**config.mk**
```make
export PLATFORM = sky130hd
export DESIGN_NAME = s_axi_read_pipe
export DESIGN_NICKNAME = d
export VERILOG_FILES = /design/src/rtl/s_axi_read_pipe.sv
export SDC_FILE = /design/constraint.sdc
export NUM_CORES = 1
export LEC_CHECK = 0
export CAP_MARGIN = 10
export CELL_PAD_IN_SITES_DETAIL_PLACEMENT = 1
export CELL_PAD_IN_SITES_GLOBAL_PLACEMENT = 1
export CORE_MARGIN = 3
export CORE_UTILIZATION = 45
export DETAILED_ROUTE_END_ITERATION = 8
export DONT_BUFFER_PORTS = 1
export HOLD_SLACK_MARGIN = 0.06
export PLACE_DENSITY = 0.73
export SYNTH_ARGS = -nofsm -noshare
export SYNTH_HDL_FRONTEND = slang
export SYNTH_SLANG_ARGS = --single-unit
```
**constraint.sdc**
```tcl
create_clock -name clk -period 1.9 [get_ports clk]
set_input_delay 0.38 -clock clk [delete_from_list [all_inputs] [get_ports clk]]
set_output_delay 0.38 -clock clk [all_outputs]
set_load 0.01 [all_outputs]
```
**src/rtl/s_axi_read_pipe.sv**
```systemverilog
`default_nettype none
// ============================================================================
// Module   : s_axi_read_pipe
// Purpose  : AXI4-Lite read slave for the sequencer register file. Decodes
//            bank0 (flat control/status registers) and bank1 (per-slot
//            descriptor table, fetched through a req/ready handshake), returns
//            SLVERR/DECERR for bad addresses, and buffers every result in a
//            response FIFO so address acceptance is decoupled from R-channel
//            backpressure.
// Ports    : clk                   clock
//            reset                 asynchronous, active-low reset
//            S_AXI_AR*             read address channel (ARADDR[15:0] decoded)
//            S_AXI_R*              read data channel, driven from FIFO head
//            ext_bank0_rdata_flat  bank0 register k at [k*DATA_WIDTH +: DATA_WIDTH]
//            ext_bank1_out_*       bank1 slot/field select, req, rdata, ready
// Options  : S_AXI_READ_TIMEOUT_EN - abandon a bank1 wait after
//            TIMEOUT_CYCLES cycles with an SLVERR response.
// Revision : 1.0 - initial release
// ============================================================================
module s_axi_read_pipe #(
    parameter int ADDR_WIDTH        = 16,
    parameter int DATA_WIDTH        = 32,
    parameter int BANK0_NUM_REGS    = 8,
    parameter int BANK1_INDEX_WIDTH = 3,
    parameter int BANK1_NUM_FIELDS  = 6,
    parameter int FIFO_DEPTH        = 4,
    parameter int TIMEOUT_CYCLES    = 255
) (
    input  logic                                 clk,
    input  logic                                 reset,
    input  logic [ADDR_WIDTH-1:0]                S_AXI_ARADDR,
    input  logic                                 S_AXI_ARVALID,
    output logic                                 S_AXI_ARREADY,
    output logic [DATA_WIDTH-1:0]                S_AXI_RDATA,
    output logic [1:0]                           S_AXI_RRESP,
    output logic                                 S_AXI_RVALID,
    input  logic                                 S_AXI_RREADY,
    input  logic [BANK0_NUM_REGS*DATA_WIDTH-1:0] ext_bank0_rdata_flat,
    output logic [BANK1_INDEX_WIDTH-1:0]         ext_bank1_out_index,
    output logic [3:0]                           ext_bank1_out_field,
    output logic                                 ext_bank1_out_req,
    input  logic [DATA_WIDTH-1:0]                ext_bank1_out_rdata,
    input  logic                                 ext_bank1_out_ready
);

    localparam int                 c_PTR_W    = (FIFO_DEPTH > 1) ? $clog2(FIFO_DEPTH) : 1;
    localparam int                 c_CNT_W    = c_PTR_W + 1;
    localparam logic [c_CNT_W-1:0] c_DEPTH    = c_CNT_W'(FIFO_DEPTH);
    localparam logic [8:0]         c_B0_LIMIT = 9'(BANK0_NUM_REGS);
    localparam logic [4:0]         c_B1_LIMIT = 5'(BANK1_NUM_FIELDS);

    localparam logic [1:0] c_RESP_OKAY   = 2'b00;
    localparam logic [1:0] c_RESP_SLVERR = 2'b10;
    localparam logic [1:0] c_RESP_DECERR = 2'b11;

    localparam logic [1:0] ST_IDLE    = 2'd0;
    localparam logic [1:0] ST_DECODE  = 2'd1;
    localparam logic [1:0] ST_WAIT_B1 = 2'd2;
    localparam logic [1:0] ST_PUSH    = 2'd3;

    logic [1:0]            r_state;
    logic [1:0]            w_state_nxt;
    logic [15:2]           r_addr_q;
    logic [DATA_WIDTH-1:0] r_res_data;
    logic [1:0]            r_res_resp;
    logic [DATA_WIDTH-1:0] w_res_data;
    logic [1:0]            w_res_resp;
    logic                  w_res_load;
    logic                  w_push;
    logic                  w_pop;
    logic                  w_arready;
    logic                  w_b1_req;
    logic                  w_timeout;
    logic [7:0]            w_reg_idx;
    logic [3:0]            w_field;
    logic [DATA_WIDTH-1:0] w_b0_data;

    logic [DATA_WIDTH-1:0] r_fifo_data [FIFO_DEPTH];
    logic [1:0]            r_fifo_resp [FIFO_DEPTH];
    logic [c_PTR_W-1:0]    r_wr_ptr;
    logic [c_PTR_W-1:0]    r_rd_ptr;
    logic [c_CNT_W-1:0]    r_count;

    // Only ARADDR[15:2] carries meaning; the rest is deliberately dropped.
    logic w_unused_addr_lo;
    assign w_unused_addr_lo = ^S_AXI_ARADDR[1:0];
    generate
        if (ADDR_WIDTH > 16) begin : g_addr_hi
            logic w_unused_addr_hi;
            assign w_unused_addr_hi = ^S_AXI_ARADDR[ADDR_WIDTH-1:16];
        end
    endgenerate

    assign w_reg_idx = r_addr_q[13:6];
    assign w_field   = r_addr_q[5:2];

    // Bank0 mux; out-of-range indices fall through to zero.
    always_comb begin
        w_b0_data = '0;
        for (int k = 0; k < BANK0_NUM_REGS; k++) begin
            if (w_reg_idx == 8'(k)) begin
                w_b0_data = ext_bank0_rdata_flat[k*DATA_WIDTH +: DATA_WIDTH];
            end
        end
    end

`ifdef S_AXI_READ_TIMEOUT_EN
    localparam int                c_TO_W    = (TIMEOUT_CYCLES > 1) ? $clog2(TIMEOUT_CYCLES) : 1;
    localparam logic [c_TO_W-1:0] c_TO_LAST = c_TO_W'(TIMEOUT_CYCLES - 1);
    logic [c_TO_W-1:0] r_wait_cnt;

    // Held at zero outside the wait state, so each wait starts from zero.
    always_ff @(posedge clk or negedge reset) begin
        if (!reset) begin
            r_wait_cnt <= '0;
        end else if (r_state == ST_WAIT_B1) begin
            r_wait_cnt <= r_wait_cnt + 1'b1;
        end else begin
            r_wait_cnt <= '0;
        end
    end

    assign w_timeout = (r_wait_cnt == c_TO_LAST);
`else
    localparam int c_unused_timeout = TIMEOUT_CYCLES;
    assign w_timeout = 1'b0;
`endif

    always_ff @(posedge clk or negedge reset) begin
        if (!reset) begin
            r_state <= ST_IDLE;
        end else begin
            r_state <= w_state_nxt;
        end
    end

    always_comb begin
        w_state_nxt = r_state;
        w_res_load  = 1'b0;
        w_res_data  = '0;
        w_res_resp  = c_RESP_OKAY;
        w_push      = 1'b0;
        w_arready   = 1'b0;
        w_b1_req    = 1'b0;
        case (r_state)
            ST_IDLE: begin
                // A free FIFO slot is reserved before accepting, so the
                // later push can never find the FIFO full.
                w_arready = S_AXI_ARVALID && (r_count < c_DEPTH);
                if (w_arready) begin
                    w_state_nxt = ST_DECODE;
                end
            end
            ST_DECODE: begin
                case (r_addr_q[15:14])
                    2'b00: begin
                        w_res_load  = 1'b1;
                        w_state_nxt = ST_PUSH;
                        if ({1'b0, w_reg_idx} < c_B0_LIMIT) begin
                            w_res_data = w_b0_data;
                        end else begin
                            w_res_resp = c_RESP_SLVERR;
                        end
                    end
                    2'b01: begin
                        if ({1'b0, w_field} < c_B1_LIMIT) begin
                            w_state_nxt = ST_WAIT_B1;
                        end else begin
                            w_res_load  = 1'b1;
                            w_res_resp  = c_RESP_SLVERR;
                            w_state_nxt = ST_PUSH;
                        end
                    end
                    default: begin
                        w_res_load  = 1'b1;
                        w_res_resp  = c_RESP_DECERR;
                        w_state_nxt = ST_PUSH;
                    end
                endcase
            end
            ST_WAIT_B1: begin
                w_b1_req = 1'b1;
                // ready takes priority over a coincident timeout.
                if (ext_bank1_out_ready) begin
                    w_res_load  = 1'b1;
                    w_res_data  = ext_bank1_out_rdata;
                    w_state_nxt = ST_PUSH;
                end else if (w_timeout) begin
                    w_res_load  = 1'b1;
                    w_res_resp  = c_RESP_SLVERR;
                    w_state_nxt = ST_PUSH;
                end
            end
            ST_PUSH: begin
                w_push      = 1'b1;
                w_state_nxt = ST_IDLE;
            end
            default: begin
                w_state_nxt = ST_IDLE;
            end
        endcase
    end

    always_ff @(posedge clk or negedge reset) begin
        if (!reset) begin
            r_addr_q   <= '0;
            r_res_data <= '0;
            r_res_resp <= c_RESP_OKAY;
        end else begin
            if (w_arready) begin
                r_addr_q <= S_AXI_ARADDR[15:2];
            end
            if (w_res_load) begin
                r_res_data <= w_res_data;
                r_res_resp <= w_res_resp;
            end
        end
    end

    assign w_pop = S_AXI_RVALID && S_AXI_RREADY;

    always_ff @(posedge clk or negedge reset) begin
        if (!reset) begin
            r_wr_ptr <= '0;
            r_rd_ptr <= '0;
            r_count  <= '0;
            for (int i = 0; i < FIFO_DEPTH; i++) begin
                r_fifo_data[i] <= '0;
                r_fifo_resp[i] <= c_RESP_OKAY;
            end
        end else begin
            if (w_push) begin
                r_fifo_data[r_wr_ptr] <= r_res_data;
                r_fifo_resp[r_wr_ptr] <= r_res_resp;
                r_wr_ptr              <= r_wr_ptr + 1'b1;
            end
            if (w_pop) begin
                r_rd_ptr <= r_rd_ptr + 1'b1;
            end
            case ({w_push, w_pop})
                2'b10:   r_count <= r_count + 1'b1;
                2'b01:   r_count <= r_count - 1'b1;
                default: r_count <= r_count;
            endcase
        end
    end

    assign S_AXI_ARREADY       = w_arready;
    assign S_AXI_RVALID        = (r_count != '0);
    assign S_AXI_RDATA         = r_fifo_data[r_rd_ptr];
    assign S_AXI_RRESP         = r_fifo_resp[r_rd_ptr];
    assign ext_bank1_out_req   = w_b1_req;
    assign ext_bank1_out_index = r_addr_q[6 +: BANK1_INDEX_WIDTH];
    assign ext_bank1_out_field = w_field;

endmodule
`default_nettype wire

```
After elaboration in Yosys (flattened, before gate mapping) --
Index checks and enable logic that the tools add are counted.
Cells by class: bitwise operators 2, equal/unequal tests 15, reduce and logical (&&, ||, !) cells 9, multiplexer cells 41, add/subtract/negate cells 4, magnitude comparators 6
Operators by type and width (number):
- 2-to-1 mux 32 bit | 14
- bitwise mux 128 bit | 1
- binary-select mux 32 bit (select 2 bit) | 1
- demux 32 bit (select 2 bit) | 1
- case mux 32 bit (2 select lines) | 1
- equality test 8 x 3 -> 1 bit, second input constant | 4
- equality test 8 x 2 -> 1 bit, second input constant | 2
- 2-to-1 mux 2 bit | 8
- bitwise mux 8 bit | 1
- equality test 8 x 1 -> 1 bit, second input constant | 1
- logical NOT 8 bit | 1
- less-than comparator 8 x 4 -> 1 bit, second input constant | 1
- 2-to-1 mux 1 bit | 8
- case mux 2 bit (4 select lines) | 1
- equality test 2 x 1 -> 1 bit, second input constant | 3
- equality test 2 bit, second input constant | 3
- >= comparator 3 bit, second input constant | 2
- inverter 2 -> 3 bit | 2
- case mux 3 bit (2 select lines) | 1
- adder 2 x 1 -> 2 bit, second input constant | 2
- binary-select mux 2 bit (select 2 bit) | 1
- demux 2 bit (select 2 bit) | 1
- logical NOT 2 bit | 2
- less-than comparator 4 x 3 -> 1 bit, second input constant | 1
- 11 further kinds | 14
Storage, ports and cells: bits of input ports 309, register bits 193, logic and storage cells 92, output and inout bits 44

Depth between registers and ports, before layout --
depth in word-level cells 12, depth in mapped cells 9, gate-level depth less buffers 8

Least setup slack after synthesis --
OpenSTA, ideal clock, no wires.
path kind register to register, from reg r_count[0], to reg r_count[2], required time 1775 ps, path buffers 0, setup time 125 ps, stages on the path, launching flop included 9, arrival 1758 ps, clock period less this slack 1883 ps, path slack 17 ps, path through dfrtp_1 or3_1 and2_1 ha_1 inv_1 fa_1 xor2_1 nor2_1 xor2_1
On the way: cells in the longest elaborated chain, start to end 4, elaborated cells on any way between the ends 8, classes of those cells add/sub: 2; eq/ne: 2; mux: 1; reduce/logical: 3
Ends and longest elaborated chain:
- start: declaration | RTL line 82 | logic [c_CNT_W-1:0] r_count;
- start signal: assignment | RTL line 241 | 2'b10: r_count <= r_count + 1'b1;
- start signal: assignment | RTL line 242 | 2'b01: r_count <= r_count - 1'b1;
- start signal: assignment | RTL line 243 | default: r_count <= r_count;
- nonzero test 3 bit (*) | RTL line 249 | assign S_AXI_RVALID = (r_count != '0);
- named net S_AXI_RVALID | RTL line 36 | output logic S_AXI_RVALID,
- logical AND 1 bit (*) | RTL line 220 | assign w_pop = S_AXI_RVALID && S_AXI_RREADY;
- named net w_pop | RTL line 70 | logic w_pop;
- equality test 2 x 1 -> 1 bit / equality test 2 bit (equally long branches) | RTL line 240 | case ({w_push, w_pop})
- case mux 3 bit (2 select lines) / nonzero test 2 bit (equally long branches)
The timed path passes the listed nets; every way through them passes the cells marked *. A chain may end at the register's enable or synchronous reset.

Worst setup path after layout --
from reg r_rd_ptr[0], to out S_AXI_RDATA[2]
On the way: cells in the longest elaborated chain, start to end 4
Ends and longest elaborated chain:
- start: declaration | RTL line 81 | logic [c_PTR_W-1:0] r_rd_ptr;
- start signal: assignment | RTL line 238 | r_rd_ptr <= r_rd_ptr + 1'b1;
- inverter 2 -> 3 bit (implied by the code) | RTL line 250 | assign S_AXI_RDATA = r_fifo_data[r_rd_ptr];
- binary-select mux 32 bit (select 2 bit) | RTL line 250
- 2-to-1 mux 32 bit (implied by the code) (2 in a row) | RTL line 250
- end: declaration | RTL line 34 | output logic [DATA_WIDTH-1:0] S_AXI_RDATA,
Every way passes these cells. The select of a mux whose other input is x is not followed.

==> flow_metrics.env <==
export IMPL_leakage_nw=5.514
export IMPL_cpPeakStageDelay_ns=0.56
export IMPL_wirelength_mm=34.75
export IMPL_wl_per_cell_microns=28.74
export IMPL_hp_class="input port to async pin"
export IMPL_finalNonFillerCells=1209
export IMPL_holdWs_ns=-0.3715
export IMPL_dieWidth_microns=158.9
export IMPL_areaGrowthSynthToFinish_pct=14.16
export IMPL_postSynthAreaPerCell_sq_um=12.17
export IMPL_num_vias=7317
export IMPL_placed_cell_area_sq_um=10980
export IMPL_dp_hpwl_mm=25.35
export IMPL_run_status="complete, but fails checks"
export IMPL_yosysWarnings=0
export IMPL_period_share_pct=109.9
export IMPL_worst_slew_pin_slew_ns=0.5625
export IMPL_fin_ws_ns=-0.1889
export IMPL_async_flop_share_pct=100.0
export IMPL_core_area_sq_um=22780
export IMPL_required_ns=1.52
export IMPL_cts_made_buffers=17
export IMPL_cts_tree="done"
export IMPL_drive_gt1_share_pct=19.42
export IMPL_cts_root_buf="clkbuf_16"
export IMPL_crit_arrival_ns=1.71
export IMPL_fmax_mhz=478.7
export IMPL_clkSinkCount=193
export IMPL_hold_viol=193
export IMPL_syn_cell_area_sq_um=10520
export IMPL_gr_total_overflow=0
export IMPL_h_tree_depth=4
export IMPL_rsz0062_at_grt="true"
export IMPL_violations="hold timing, setup timing"
export IMPL_crit_fanout=5
export IMPL_powerDensity_nw_per_um2=1646
export IMPL_clk_pin_slew_ns=0.08
export IMPL_rows=55
export IMPL_post_route_drc_count=0
export IMPL_synth_edf_count=0
export IMPL_drt_initial_drc_count=520
export IMPL_syn_inst=864
export IMPL_grt_max_degree=194
export IMPL_ant_nets=0
export IMPL_start_util_pct=46.16
export IMPL_dp_cells=1146
export IMPL_yosysSeqAreaShare_pct=45.93
export IMPL_path_buf_inv=2
export IMPL_gr_usage_all_layers_pct=26.62
export IMPL_worstSetupStartpoint="r_rd_ptr[0]"
export IMPL_crit_family="multiplexers"
export IMPL_synth_main_ff_cell="dfrtp_1"
export IMPL_start_kind="register"
export IMPL_ir_drop_mv=0.6347
export IMPL_grt_pass1_wl_mm=51.34
export IMPL_cts_path_max_buffers=2
export IMPL_dieArea_sq_um=25240
export IMPL_crit_chain="buf_6 > buf_12 > mux4_2"
export IMPL_gp_congestion=0.9478
export IMPL_design_area_sq_um=12000
export IMPL_fin_nets=1198
export IMPL_die_height_microns=158.9
export IMPL_synth_seq_cells=193
export IMPL_end_kind="output port"
export IMPL_maxCapViolations=0
export IMPL_regToRegStartpoint="r_state[1]"
export IMPL_finClkSkew_ns=0.01833
export IMPL_slowest_stage="mux4_2"
export IMPL_viasPerCell=6.052
export IMPL_synth_fp_nets=1184
export IMPL_clock_latency_ns=0.44
export IMPL_ys_types=37
export IMPL_final_max_slew_violation_count=0
export IMPL_drt_pass1_iter_count=4
export IMPL_grt_pass1_vias=8139
export IMPL_setup_viol=35
export IMPL_relSlewSlack_pct=62.42
export IMPL_crit_type="register to output port"
export IMPL_port_buffers=0
export IMPL_pin_count=353
export IMPL_antenna_found_initial=7
export IMPL_period_needed_ns=2.089
## layer usage
metal / share of wire [%] / up-vias / GRT usage (%)
met4: 2.5 / 4 / 8.675
met5: 0.078 / - / 0
li1: - / 3204 / -
met2: 51 / 274 / 45.00
met1: 40 / 3780 / 33.78
met3: 5.9 / 55 / 6.470
## synthesized netlist by cell type, types with 2 or more instances
master | number | share of area, %
ha_1 | 10 | 1.2
o21ai_0 | 4 | 0.19
nor2b_1 | 35 | 2.1
buf_2 | 30 | 1.4
nand2_1 | 114 | 4.1
dfrtp_1 | 193 | 46
buf_1 | 3 | 0.11
mux2_2 | 16 | 1.7
xnor2_1 | 2 | 0.17
xor2_1 | 4 | 0.33
buf_6 | 5 | 0.54
and2_1 | 3 | 0.18
nand3b_1 | 2 | 0.14
mux4_2 | 34 | 7.3
buf_4 | 11 | 0.79
clkbuf_1 | 23 | 0.82
a22oi_1 | 64 | 4.6
o31ai_1 | 32 | 2.3
inv_1 | 9 | 0.32
o21ai_1 | 2 | 0.095
nor2_1 | 4 | 0.14
a21oi_1 | 2 | 0.095
mux2i_1 | 97 | 9.2
and3_1 | 2 | 0.12
a211oi_1 | 32 | 2.3
mux2_1 | 120 | 13
## final cells by class
class                           count  area, sq um
Tap cell                          313        391.6
Antenna cell                        5        12.51
Clock buffer                       17        425.4
Timing Repair Buffer               67        763.2
Timing Repair inverter              1        5.005
Fill cell                        2251        10770
Sequential cell                   193         4841
Clock inverter                     15        160.2
Multi-Input combinational cell    589         5363
Inverter                            9        42.54
## cell usage in the layout, fill, tap and decap left out, types with 3 or more instances in the layout
cell type      count
inv_8              4
a211oi_1          31
inv_1              4
mux4_2            34
clkinv_8           3
buf_4             39
clkinvlp_4         4
mux2_2            16
ha_1               6
mux2i_1           97
dfrtp_1          188
a22oi_1           60
a22oi_2            4
nor2b_1           33
clkbuf_16         20
nor2_1             3
buf_12            12
o31ai_1           32
o21ai_0            4
nand2_1          114
dfrtp_2            3
ha_4               4
buf_6              6
dlygate4sd3_1      6
diode_2            5
xor2_1             4
inv_6              3
mux2_1           120
## what timing repair did
action,4_1_cts,5_1_grt
hold endpoints to repair,198,194
endpoints found under the setup margin,69,84
resized for setup,20,19
hold buffers,5,1
cloned,2,3
setup buffers,8,7
pin swaps,10,11
## per-stage QoR
stage                     setup slack [ns]  utilization (%)  total power [mW]  hold WS, ns  TNS [ns]
after global routing               -0.2395            52.69             20.99      -0.3915    -7.536
after floorplan                    0.01726                -             12.69      0.08441         0
after global placement            -0.02675            48.21             14.61      0.09115  -0.08403
after detailed placement          -0.04796            48.21             15.21      0.08967   -0.8382
after CTS                          -0.1999            51.72             19.29      -0.3791    -5.599
final                              -0.1889            52.70             19.76      -0.3715    -5.395
## cells by family (layout without fill, tap and decap cells)
group / after synthesis / in the layout / share of synthesized area (%)
xor+xnor: 6 / 6 / 0.4998
flops: 193 / 193 / 45.93
simple gates: 167 / 167 / 7.247
fa+ha+maj: 11 / 11 / 1.380
compound gates: 138 / 138 / 9.793
buf+inv: 82 / 109 / 4.069
mux: 267 / 267 / 31.08
other cells: 0 / 5 / 0
## power by group
group          switching (mW)  leakage [nW]  internal, mW
Clock                    1.77         0.277          1.76
Sequential               1.23          2.54          5.64
Combinational            4.84          2.70          4.52
## sequential cells by signal (all words and copies together) (netlist names)
| register | cells |
|---|---|
| r_wr_ptr | 2 |
| r_fifo_resp | 8 |
| r_addr_q | 14 |
| r_state | 2 |
| r_rd_ptr | 2 |
| r_res_resp | 2 |
| r_count | 3 |
| r_res_data | 32 |
| r_fifo_data | 128 |
## final timing paths
| path | depth (start not counted) | slack (ns) | endpoint |
|---|---|---|---|
| max | 3 | -0.19 | S_AXI_RDATA[2] |
| min | 0 | -0.37 | r_fifo_data[100] |
| max reg2reg | 7 | 0.02 | r_state[0] |
| min reg2reg | 2 | 0.48 | r_addr_q[9] |
| max in group asynchronous | 0 | 1.93 | r_state[1] |
| min in group clk | 2 | 0.08 | r_addr_q[10] |
## worst reg2reg max path: cells and delay by family (launching register included)
kind | cells | cell delay (ns)
flip-flops | 1 | 0.47
buffers and inverters | 2 | 0.33
adder cells (fa/ha/maj) | 1 | 0.19
AO/OA/AOI/OAI | 3 | 0.69
AND/OR/NAND/NOR | 1 | 0.13
No activity file was read; power rests on OpenSTA's default activity.
